### src/rtl/sec_display_pkg.sv
// Shared constants and the 7-segment encoder for the seconds counter demo.
// Latency: none (constants and a pure function).
// Backpressure: none; nothing here holds state.
package sec_display_pkg;

   localparam int COUNT_W = 8;
   localparam int LED_W   = 12;

   // All segments off, decimal point off (active-low).
   localparam logic [7:0] SEG_BLANK = 8'hFF;

   // Active-low {dp,g,f,e,d,c,b,a}; dp is always off. Values above 9 blank.
   function automatic logic [7:0] seg_encode(input logic [3:0] digit);
      logic [7:0] seg;
      case (digit)
         4'd0:    seg = 8'hC0;
         4'd1:    seg = 8'hF9;
         4'd2:    seg = 8'hA4;
         4'd3:    seg = 8'hB0;
         4'd4:    seg = 8'h99;
         4'd5:    seg = 8'h92;
         4'd6:    seg = 8'h82;
         4'd7:    seg = 8'hF8;
         4'd8:    seg = 8'h80;
         4'd9:    seg = 8'h90;
         default: seg = SEG_BLANK;
      endcase
      return seg;
   endfunction

endpackage

### src/rtl/seg7_decode.sv
// One 7-segment digit: BCD digit plus enable in, registered active-low segments out.
// Latency: 1 cycle from digit/enable to segment output.
// Backpressure: none; reloads every cycle.
module seg7_decode
   import sec_display_pkg::*;
(
   input  logic       i_clk,
   input  logic       i_resetn,
   input  logic [3:0] i_digit,
   input  logic       i_en,
   output logic [7:0] o_seg
);

   logic [7:0] r_seg;

   // Segment register: blank while disabled or in reset, otherwise the encoded digit.
   always_ff @(posedge i_clk or negedge i_resetn) begin
      if (!i_resetn) begin
         r_seg <= SEG_BLANK;
      end else if (i_en) begin
         r_seg <= seg_encode(i_digit);
      end else begin
         r_seg <= SEG_BLANK;
      end
   end

   assign o_seg = r_seg;

endmodule

### src/rtl/sec_counter_display.sv
// Tick-driven 8-bit counter shown in decimal on three 7-segment digits, plus a rotating LED.
// Latency: count changes on the tick edge; segments follow count/disp_en one cycle later.
// Backpressure: none; cnt_en low on a tick drops that increment with no catch-up.
module sec_counter_display
   import sec_display_pkg::*;
#(
   parameter int TICK_CYCLES = 50_000_000,
   parameter int LED_STEP    = 5_000_000
)
(
   input  logic               clk,
   input  logic               resetn,
   input  logic               cnt_en,
   input  logic               disp_en,
   output logic [COUNT_W-1:0] count,
   output logic               tick,
   output logic [LED_W-1:0]   led,
   output logic [7:0]         seg0,
   output logic [7:0]         seg1,
   output logic [7:0]         seg2
);

   localparam int TW = $clog2(TICK_CYCLES);
   localparam int LW = $clog2(LED_STEP);

   logic [TW-1:0]      r_tick_pre;
   logic [LW-1:0]      r_led_pre;
   logic [COUNT_W-1:0] r_count;
   logic [LED_W-1:0]   r_led;
   logic               w_tick;
   logic               w_led_step;
   logic [3:0]         w_ones;
   logic [3:0]         w_tens;
   logic [3:0]         w_hund;

   // Tick is decoded from the prescaler, so it is low in reset (prescaler at 0).
   assign w_tick     = (r_tick_pre == TW'(TICK_CYCLES - 1));
   assign w_led_step = (r_led_pre == LW'(LED_STEP - 1));

   // Tick prescaler: free-running 0..TICK_CYCLES-1, ignores cnt_en.
   always_ff @(posedge clk or negedge resetn) begin
      if (!resetn) begin
         r_tick_pre <= '0;
      end else if (w_tick) begin
         r_tick_pre <= '0;
      end else begin
         r_tick_pre <= r_tick_pre + TW'(1);
      end
   end

   // Counter: advances on enabled ticks, wraps naturally at 256.
   always_ff @(posedge clk or negedge resetn) begin
      if (!resetn) begin
         r_count <= '0;
      end else if (w_tick && cnt_en) begin
         r_count <= r_count + COUNT_W'(1);
      end
   end

   // LED prescaler: independent free-running 0..LED_STEP-1.
   always_ff @(posedge clk or negedge resetn) begin
      if (!resetn) begin
         r_led_pre <= '0;
      end else if (w_led_step) begin
         r_led_pre <= '0;
      end else begin
         r_led_pre <= r_led_pre + LW'(1);
      end
   end

   // LED rotator: one-hot pattern rotates left once per LED step.
   always_ff @(posedge clk or negedge resetn) begin
      if (!resetn) begin
         r_led <= LED_W'(1);
      end else if (w_led_step) begin
         r_led <= {r_led[LED_W-2:0], r_led[LED_W-1]};
      end
   end

   // Decimal split of the current count; hundreds is at most 2.
   assign w_ones = 4'(r_count % 8'd10);
   assign w_tens = 4'((r_count / 8'd10) % 8'd10);
   assign w_hund = 4'(r_count / 8'd100);

   seg7_decode u_seg0 (
      .i_clk    (clk),
      .i_resetn (resetn),
      .i_digit  (w_ones),
      .i_en     (disp_en),
      .o_seg    (seg0)
   );

   seg7_decode u_seg1 (
      .i_clk    (clk),
      .i_resetn (resetn),
      .i_digit  (w_tens),
      .i_en     (disp_en),
      .o_seg    (seg1)
   );

   seg7_decode u_seg2 (
      .i_clk    (clk),
      .i_resetn (resetn),
      .i_digit  (w_hund),
      .i_en     (disp_en),
      .o_seg    (seg2)
   );

   assign count = r_count;
   assign tick  = w_tick;
   assign led   = r_led;

endmodule

### config.mk
export PLATFORM = sky130hd
export DESIGN_NAME = sec_counter_display
export DESIGN_NICKNAME = d
export VERILOG_FILES = /design/src/rtl/sec_display_pkg.sv /design/src/rtl/seg7_decode.sv /design/src/rtl/sec_counter_display.sv
export SDC_FILE = /design/constraint.sdc
export NUM_CORES = 1
export LEC_CHECK = 0
export CORE_MARGIN = 5
export CORE_UTILIZATION = 55
export CTS_CLUSTER_DIAMETER = 50
export DETAILED_ROUTE_END_ITERATION = 8
export PLACE_DENSITY = 0.76
export RECOVER_POWER = 50
export SYNTH_ARGS = -nofsm -noshare
export SYNTH_HDL_FRONTEND = slang
export SYNTH_HIERARCHICAL = 1
export SYNTH_SLANG_ARGS = --single-unit
### constraint.sdc
create_clock -name clk -period 4.5 [get_ports clk]
set_input_delay 0.9 -clock clk [delete_from_list [all_inputs] [get_ports clk]]
set_output_delay 0.9 -clock clk [all_outputs]
set_load 0.01 [all_outputs]
==> impl_metrics.env, run 1 <==
export IMPL_status="finished with violations"
export IMPL_violations="capacitance limit, slew limit"
export IMPL_grt_max_degree=66
export IMPL_tns_ns=0
export IMPL_yosysWarnings=6
export IMPL_die_w_um=108
export IMPL_die_h_um=108
export IMPL_numCtsBuffers=9
export IMPL_synth_edf_count=0
export IMPL_placed_area_um2=5830
export IMPL_synth_cell_types=64
export IMPL_cts_tree="built"
export IMPL_worstMarginPinSlew_ns=3.24
export IMPL_comb_power_share=0.038
export IMPL_period_share=0.928
export IMPL_switching_share=0.250
export IMPL_seq_power_share=0.585
export IMPL_fin_cells=730
export IMPL_netlist_area_um2=5270
export IMPL_final_core_util=0.647
export IMPL_cts_root_buf="clkbuf_8"
export IMPL_clock_sinks=90
export IMPL_hold_ws_ns=0.473
export IMPL_multi_input_area_um2=2740
export IMPL_path_max_fanout=11
export IMPL_rsz0062_at_grt="no"
export IMPL_powerDensity_nw_per_um2=235
export IMPL_p_leak_nw=2.60
export IMPL_synth_cells=551
export IMPL_finalNetCount=626
export IMPL_wl_per_cell_um=14.6
export IMPL_start_kind="flip-flop"
export IMPL_dieArea_um2=11600
export IMPL_drt_pre_antenna_iters=4
export IMPL_p_clk_frac=0.376
export IMPL_hp_class="reg -> reg"
export IMPL_clk_latency_ns=0.36
export IMPL_hold_viol=0
export IMPL_core_region_area_um2=9280
export IMPL_area_growth_pct=14.0
export IMPL_async_reset_ff_frac=1.00
export IMPL_place_inst=714
export IMPL_nFillCells=789
export IMPL_ios=49
export IMPL_setup_worst_path_class="reg -> reg"
export IMPL_ir_worst_vdd_uv=154
export IMPL_skew_ns=0.0106
export IMPL_drv_cap=1
export IMPL_cts_resized=0
export IMPL_via_per_inst=5.45
export IMPL_grt_pass1_vias=3974
export IMPL_gr_total_overflow=0
export IMPL_numPortBuffers=45
export IMPL_htree_levels=3
export IMPL_diodes=0
export IMPL_setup_viol=0
export IMPL_seq_area_frac_synth=0.433
export IMPL_drt_iter0_drc=194
export IMPL_arrival_ns=4.45
export IMPL_fmax_mhz=239
export IMPL_maxSlewHeadroom=-1.16
export IMPL_row_count=35
export IMPL_clk_path_buf_depth=2
export IMPL_fin_area_um2=6010
export IMPL_fin_crit_ns=4.18
export IMPL_dr_total_vias=3977
export IMPL_drc=0
export IMPL_ff_latch_area_um2=2280
export IMPL_end_kind="flip-flop"
export IMPL_postCtsSetupRepairBufs=0
export IMPL_avgSynthCellArea_um2=9.56
export IMPL_track_usage=0.196
export IMPL_drv_slew=66
export IMPL_gp_congestion=0.847
export IMPL_p_sw_mw=0.352
export IMPL_grt_pass1_wl_um=18700
export IMPL_drive_gt1_frac=0.130
export IMPL_wl_um=10700
export IMPL_start_util=0.568
export IMPL_ctsHoldBuffers=0
export IMPL_synth_seq_cells=90
export IMPL_clk_transition_reported_paths_ns=0.10
export IMPL_antenna_found_initial=0
export IMPL_drtAntennaViolNets=0
export IMPL_synth_flop_cell="dfrtp_1"
export IMPL_worstPathRequired_ns=4.77
export IMPL_dpl_hpwl_um=7810
export IMPL_intPower_mw=1.06
[worst max-delay path: stages, from the launching register on]
cell      delay (ns)
dfrtp_1         0.45
ha_1            0.51
xor2_1          0.17
nor3_1          0.06
o21bai_1        0.37
nand4_4         0.24
inv_4           0.18
nand3_1         0.09
a31oi_1         0.19
buf_4           0.17
a31o_1          0.16
a21boi_1        0.08
ha_1            0.20
or3_1           0.37
mux2i_1         0.14
buf_4           0.18
mux2_4          0.31
o22ai_1         0.14
nand2_1         0.07
[logic make-up after synthesis]
family / after synthesis / share of synthesized area
AOI/OAI and AO/OA: 93 / 0.118
xor gates and xnor gates: 57 / 0.0948
adders and majority gates: 29 / 0.0677
buffers and inverters: 53 / 0.0492
DFF: 90 / 0.433
muxes: 17 / 0.0382
other: 4 / 0.00285
and+or+nand+nor: 208 / 0.197
[cell usage after synthesis (5+ instances only)]
| master | instances | area [um2] |
|---|---|---|
| xnor2_1 | 34 | 298 |
| inv_1 | 25 | 93.8 |
| o211ai_1 | 5 | 37.5 |
| ha_1 | 26 | 325 |
| mux2_2 | 13 | 146 |
| nand3_1 | 27 | 135 |
| o21ai_1 | 16 | 80.1 |
| clkbuf_1 | 7 | 26.3 |
| nor3_1 | 11 | 55.1 |
| buf_2 | 7 | 35.0 |
| nor4_1 | 5 | 31.3 |
| and3_1 | 9 | 56.3 |
| buf_4 | 7 | 52.6 |
| dfrtp_1 | 68 | 1700 |
| xor2_1 | 23 | 201 |
| nor2b_1 | 10 | 62.6 |
| o21ai_0 | 15 | 75.1 |
| dfstp_2 | 22 | 578 |
| o22ai_1 | 9 | 56.3 |
| nand4_1 | 11 | 68.8 |
| a21oi_1 | 19 | 95.1 |
| nand2b_1 | 14 | 87.6 |
| nor2_1 | 60 | 225 |
| nand2_1 | 42 | 158 |
[sequential cells by signal, summed over array words and instances (netlist names)]
name / flops
r_tick_pre: 26
r_led_pre: 23
led: 12
count: 8
u_seg0/o_seg: 7
u_seg1/o_seg: 7
u_seg2/o_seg: 7
[metrics by stage]
stage	setup slack [ns]	total power [mW]
after floorplan	0.256	0.860
after global placement	0.542	0.895
after detailed placement	0.414	0.897
after CTS	0.365	1.44
after global routing	0.0602	1.48
final	0.323	1.41
[path summary, 6_finish.rpt]
| path | startpoint | end | slack (ns) | depth (start not counted) |
|---|---|---|---|---|
| setup / recovery | count[6] | u_seg1/o_seg[3] | 0.32 | 18 |
| setup reg to reg | count[6] | u_seg1/o_seg[3] | 0.32 | 18 |
| hold / removal | r_tick_pre[0] | r_tick_pre[0] | 0.47 | 1 |
| hold reg to reg | r_tick_pre[0] | r_tick_pre[0] | 0.47 | 1 |
| min in group asynchronous | resetn | r_tick_pre[15] | 1.61 | 1 |
| max in group asynchronous | resetn | count[6] | 0.89 | 2 |
[metal layers]
| metal | share of wire | GRT usage |
|---|---|---|
| met4 | 0.013 | 0.0568 |
| met3 | 0.024 | 0.0342 |
| met5 | 0 | 0 |
| met1 | 0.44 | 0.246 |
| met2 | 0.52 | 0.345 |
[area by class of cell]
cell class              count  area share
clock buffers               9      0.0206
clock inverters             7      0.0117
inverters                  29      0.0185
multi-input cells         410       0.456
flip-flops and latches     90       0.379
well taps                 129      0.0269
repair buffers             56      0.0873
[power by group through the flow]
stage / logic [mW] / registers, mW / clock network, mW
2_1_floorplan: 0.0146 / 0.845 / 0
3_3_place_gp: 0.0548 / 0.841 / 0
3_5_place_dp: 0.0557 / 0.841 / 0
4_1_cts: 0.0557 / 0.826 / 0.555
5_1_grt: 0.0611 / 0.827 / 0.590
6_report: 0.0539 / 0.826 / 0.531
[placed cells by master (no fill, tap or decap), types with 10 or more instances in the layout]
| cell type | synthesis | final |
|---|---|---|
| clkdlybuf4s50_1 | 0 | 43 |
| nand3_1 | 27 | 27 |
| dfrtp_1 | 68 | 68 |
| o21ai_1 | 16 | 16 |
| inv_1 | 25 | 25 |
| nand2b_1 | 14 | 14 |
| buf_4 | 7 | 10 |
| o21ai_0 | 15 | 15 |
| nor2b_1 | 10 | 10 |
| a21oi_1 | 19 | 19 |
| dfstp_2 | 22 | 22 |
| mux2_2 | 13 | 13 |
| nand4_1 | 11 | 11 |
| xnor2_1 | 34 | 34 |
| nand2_1 | 42 | 42 |
| xor2_1 | 23 | 23 |
| nor3_1 | 11 | 11 |
| ha_1 | 26 | 26 |
| nor2_1 | 60 | 60 |
(Power assumes the default switching activity.)
==> inputs of run 2 (changes only) <==
- CAP_MARGIN: unset -> 30
==> results of run 2 <==
Final layout, timing and power as in run 1 (identical DEF).
==> patch 1, RTL diff (config.mk and constraints of run 1) <==
Set the parameter `LED_STEP` to 10_000_000 (it was 5_000_000).
--- a/src/rtl/sec_counter_display.sv
+++ b/src/rtl/sec_counter_display.sv
@@ -5,7 +5,7 @@
    import sec_display_pkg::*;
 #(
    parameter int TICK_CYCLES = 50_000_000,
-   parameter int LED_STEP    = 5_000_000
+   parameter int LED_STEP    = 10_000_000
 )
 (
    input  logic               clk,
Behaviour: same outputs for any inputs over 10 cycles, from zero or initial values and one cycle with resetn low; that may be too few to reach the edited logic, so the function may still have changed.
==> patch 1 against run 1 <==
The run still ends with capacitance limit, slew limit left. Sequential share of layout area about the same. Critical path depth decreased by 3. Clock power increased by 4.5%. Final area increased by 1.3%. Die area increased by 1.3%. Synthesized area increased by 1.4%. Final cell count increased by 1.8%. Total power increased by 2.4%. Wire length decreased by 2.1%. Sequential cell count increased by 1. Non-clock buffer count decreased by 3. Worst setup slack improved by 33 ps. Highest routed layer unchanged.
==> patch 1: results (changes against run 1) <==
- Status: complete, but fails checks (unchanged)
- Failing checks: capacitance limit, slew limit (unchanged)
- Largest net degree at the start of global routing: 55 (was 66)
- Nets: 637 (was 626)
- Max Cap Violations: 1 (unchanged)
- Crit-path max FO: 14 (was 11)
- Initial drt markers: 264 (was 194)
- Fill count: 806 (was 789)
- Distinct cells, synth: 67 (was 64)
- Max Slew Vio Count: 55 (was 66)
- Worst slew margin relative to its limit: -85.1% (was -116%)
- Placed cell areas: 0.00587 sq mm (was 0.00583 sq mm)
- DP Wirelength: 7.70 mm (was 7.81 mm)
- Arr. time, crit path: 4400 ps (was 4450 ps)
- Clk_skew: 8.00 ps (was 10.6 ps)
- Share of layout cells above drive strength 1: 13.0% (about the same)
- Vias in the first global route: 4073 (was 3974)
- Sequential area share after synthesis: 43.1% (was 43.3%)
- GP Congestion: 0.955 (was 0.847)
- Area delta synth->final: 13.9% (was 14.0%)
- Top area cells in the synthesized netlist: dfrtp_1 (32%), dfstp_2 (11%), ha_1 (6.6%) (was dfrtp_1 (32%), dfstp_2 (11%), ha_1 (6.2%))
- Avg Vias per Cell: 5.47 (was 5.45)
- Global-route wire length before repair: 18.2 mm (was 18.7 mm)
- Final WL: 10.4 mm (was 10.7 mm)
- Peak VDD IR: 0.125 mV (was 0.154 mV)
- R2R depth: 15 (was 18)
==> patch 1: changes by cell type in the layout (fill, tap and decap cells not counted), sizes merged, moves of 4 or more <==
| cell | delta |
|---|---|
| nand2 | +8 |
| o21a | +7 |
| inv | -6 |
| o21ai | +12 |
| nor2 | -5 |
| xor2 | -4 |
==> patch 1: where the power goes <==
part / internal [mW] / total, mW / switching, mW
combinational: 0.0212 / 0.0552 / 0.0340
sequential: 0.832 / 0.835 / 0.00241
clock: 0.272 / 0.555 / 0.282
total: 1.13 / 1.44 / 0.319
==> patch 1: layout make-up <==
type                       count  share of cell area (%)
clock buffer                  10                    2.26
clock inverter                 6                    1.03
inverter                      24                    1.48
multi-input combinational    426                    46.3
sequential                    91                    37.9
tap                          133                    2.73
timing repair buffer          53                    8.24
==> patch 1: worst paths after layout <==
path	end	slack, ps
hold / removal	r_tick_pre[0]$_DFF_PN0_	460
min in group asynchronous	r_led_pre[12]$_DFF_PN0_	1430
max in group asynchronous	count[4]$_DFFE_PN0P_	960
hold reg to reg	r_tick_pre[0]$_DFF_PN0_	460
setup / recovery	u_seg1/o_seg[3]$_DFF_PN1_	360
setup reg to reg	u_seg1/o_seg[3]$_DFF_PN1_	360
==> patch 1: critical path, stage by stage (launching register included) <==
cell and delay, ps:
dfrtp_2 510, ha_1 310, or4b_4 560, a21oi_4 190, a2111oi_4 80, and3_1 200, o311ai_1 360, o2111a_2 360
a31o_2 170, a31oi_1 110, ha_1 240, o21a_1 190, a21oi_1 240, mux2_4 340, o22ai_1 130, nand2_1 70
==> patch 1: metal layers <==
| metal | GRT usage [%] | vias up | wire length, um |
|---|---|---|---|
| met5 | 0 | - | 0 |
| met4 | 7.48 | 0 | 215 |
| met3 | 3.16 | 21 | 381 |
| met2 | 32.7 | 83 | 5260 |
| met1 | 23.8 | 1946 | 4580 |
| li1 | - | 2016 | - |
==> patch 1: logic make-up (layout without fill, tap and decap cells) <==
logic type / count (synthesis) / count (layout) / share of synthesized area [%]
flip-flops: 91 / 91 / 43.1
other: 4 / 6 / 0.281
AND/OR/NAND/NOR: 216 / 216 / 20.5
AO/OA/AOI/OAI: 108 / 108 / 12.8
multiplexers: 16 / 16 / 3.56
XOR/XNOR: 50 / 50 / 8.19
buffers and inverters: 48 / 93 / 4.57
adder cells (fa/ha/maj): 30 / 30 / 6.93
==> patch 1: per-stage QoR <==
step	hold slack [ps]	setup WS, ps	power [mW]	instances
2_1_floorplan	433	575	0.870	565
3_3_place_gp	446	445	0.907	727
3_5_place_dp	451	308	0.908	727
4_1_cts	463	279	1.46	743
5_1_grt	502	8.20	1.50	743
6_report	459	356	1.44	743
==> patch 2, RTL diff (settings of run 1) <==
Made on the original files. Put a register stage on the output `seg2`. The value now appears one clock later. The other outputs are not delayed to match.
--- a/src/rtl/sec_counter_display.sv
+++ b/src/rtl/sec_counter_display.sv
@@ -22,6 +22,8 @@
 
    localparam int TW = $clog2(TICK_CYCLES);
    localparam int LW = $clog2(LED_STEP);
+
+   logic [7:0] seg2_d;
 
    logic [TW-1:0]      r_tick_pre;
    logic [LW-1:0]      r_led_pre;
@@ -103,12 +105,16 @@
       .i_resetn (resetn),
       .i_digit  (w_hund),
       .i_en     (disp_en),
-      .o_seg    (seg2)
+      .o_seg    (seg2_d)
    );
 
    assign count = r_count;
    assign tick  = w_tick;
    assign led   = r_led;
 
+   always_ff @(posedge clk) begin
+      seg2 <= seg2_d;
+   end
+
 endmodule
 
Formal check against the unedited RTL: not equivalent (Yosys sat finds a counterexample within 4 cycles, from zero or initial values and one cycle with resetn low).
==> patch 2 against run 1 <==
The flow still finishes with violations (capacitance limit, slew limit). Global-route usage decreased by 0.26 points. Utilization decreased by 0.69 points. Worst setup slack improved by 16 ps. Count of clock-buffer cells in the layout increased by 1. Final area increased by 3.7%. Synthesized area increased by 3.3%. Sequential cell count increased by 8. Critical path type unchanged. First-iteration DRC count increased by 3.6%. Wire length decreased by 0.20%. Largest cell class unchanged. Die area increased by 3.0%. Non-clock buffer count increased by 2. Total power increased by 12%.
==> patch 2: results (changes against run 1) <==
- Status: complete, but fails checks (unchanged)
- Failing checks: capacitance limit, slew limit (unchanged)
- Crit path to: u_seg1/o_seg[0]$_DFF_PN1_ (was u_seg1/o_seg[3]$_DFF_PN1_)
- Drt pass-1 iters: 5 (was 4)
- Clk_skew: 15.9 ps (was 10.6 ps)
- Routed vias: 4071 (was 3977)
- GP Congestion: 0.883 (was 0.847)
- Arr. time, crit path: 4440 ps (was 4450 ps)
- Distinct cells, synth: 69 (was 64)
- Hold path start: u_seg2/o_seg[6]$_DFF_PN1_ (was r_tick_pre[0]$_DFF_PN0_)
- Sequential area share after synthesis: 44.8% (was 43.3%)
- Critical Path Start: count[3]$_DFFE_PN0P_ (was count[6]$_DFFE_PN0P_)
- Max Cap Violations: 1 (unchanged)
- Crit path largest cell delay: 450 ps (was 510 ps)
- Slew @ Worst Pin: 2120 ps (was 3240 ps)
- Largest net degree at the start of global routing: 91 (was 66)
- Synth Area in Compound Gates: 12.0% (was 11.8%)
- XOR/XNOR Fraction of Synth Area: 8.37% (was 9.48%)
- WHS: 399 ps (was 473 ps)
- Final WL: 10.6 mm (was 10.7 mm)
- Top area cells in the synthesized netlist: dfrtp_1 (31%), dfstp_2 (11%), ha_1 (7.1%) (was dfrtp_1 (32%), dfstp_2 (11%), ha_1 (6.2%))
- Async SR Flop Fraction: 91.8% (was 100%)
- Crit-path max FO: 11 (unchanged)
- Worst r2r src: count[3]$_DFFE_PN0P_ (was count[6]$_DFFE_PN0P_)
- Leak Pwr: 2.70 nW (was 2.60 nW)
- CTS root buf: clkbuf_8 (unchanged)
- Longest Clk Path Bufs: 2 (unchanged)
- Nets: 635 (was 626)
- Port Buffers: 46 (was 45)
- Slowest CP cell: a311o_1 (was ha_1)
- Post-CTS setup buffer count: 0 (unchanged)
- Delay-heaviest family, CP: compound AO/OA/AOI/OAI gates (unchanged)
- Peak VDD IR: 0.175 mV (was 0.154 mV)
- DP Wirelength: 7.58 mm (was 7.81 mm)
- Vias in the first global route: 3962 (was 3974)
- GRT Total Usage: 19.3% (was 19.6%)
- Max Slew Vio Count: 91 (was 66)
- Hold path cells: 0 (was 1)
- Share of layout cells above drive strength 1: 12.7% (was 13.0%)
- DRT antenna net count: 0 (unchanged)
- Worst-skew pair later-pin latency: 370 ps
- Initial drt markers: 201 (was 194)
- Global-route wire length before repair: 18.6 mm (was 18.7 mm)
- Hold worst-path end: seg2[6]$_DFF_P_ (was r_tick_pre[0]$_DFF_PN0_)
- Post-synthesis adder-cell area fraction: 7.54% (was 6.77%)
- Fill count: 816 (was 789)
- Mux cell area share after synthesis: 3.88% (was 3.82%)
- Reg-to-reg slack, setup: 340 ps (was 320 ps)
- Clock transition at the registers of the reported paths: 90 ps
- Synth cell count leaders: dfrtp_1 (68), nor2_1 (45), nand2_1 (41) (was dfrtp_1 (68), nor2_1 (60), nand2_1 (42))
- N_diodes: 0 (unchanged)
## patch 2: cell type report
cell class / instances / area [sq um] / share of cell area (%)
multi-input cells: 407 / 2760 / 44.4
flip-flops and latches: 98 / 2440 / 39.2
repair buffers: 58 / 546 / 8.76
well taps: 133 / 166 / 2.67
clock buffers: 10 / 128 / 2.05
inverters: 26 / 97.6 / 1.57
clock inverters: 6 / 87.6 / 1.41
## patch 2: metal layers
metal / up-vias / wire length (um) / global-route usage, %
li1: 1992 / - / -
met1: 1988 / 4960 / 26.1
met2: 80 / 5100 / 31.5
met3: 11 / 456 / 4.46
met4: 0 / 128 / 5.16
met5: - / 0 / 0
## patch 2: per-stage QoR
step           std cells  cell area (sq um)  util (%)  power, mW  worst slack (ps)
6_report             738               6230      64.0       1.57               340
3_3_place_gp         722               6020      61.9      0.970               484
3_5_place_dp         722               6020      61.9      0.971               324
2_1_floorplan        554               5450         -      0.935               379
4_1_cts              738               6240      64.1       1.59               288
5_1_grt              738               6230      64.0       1.64              15.3
## patch 2: cells by family after synthesis
| family | Yosys count |
|---|---|
| and+or+nand+nor | 195 |
| AOI/OAI and AO/OA | 103 |
| DFF | 98 |
| xor gates and xnor gates | 52 |
| buffers and inverters | 49 |
| adders and majority gates | 33 |
| muxes | 18 |
| other | 4 |
## patch 2: timing repair
item | CTS | global route
gates resized for setup | 0 | 2
hold buffers | 0 | 0
setup endpoints to repair | 0 | 6
## patch 2: where the power goes
part / internal (mW) / switching, mW / total [mW]
clock network: 0.316 / 0.305 / 0.621
registers: 0.897 / 0.00272 / 0.900
logic: 0.0199 / 0.0325 / 0.0524
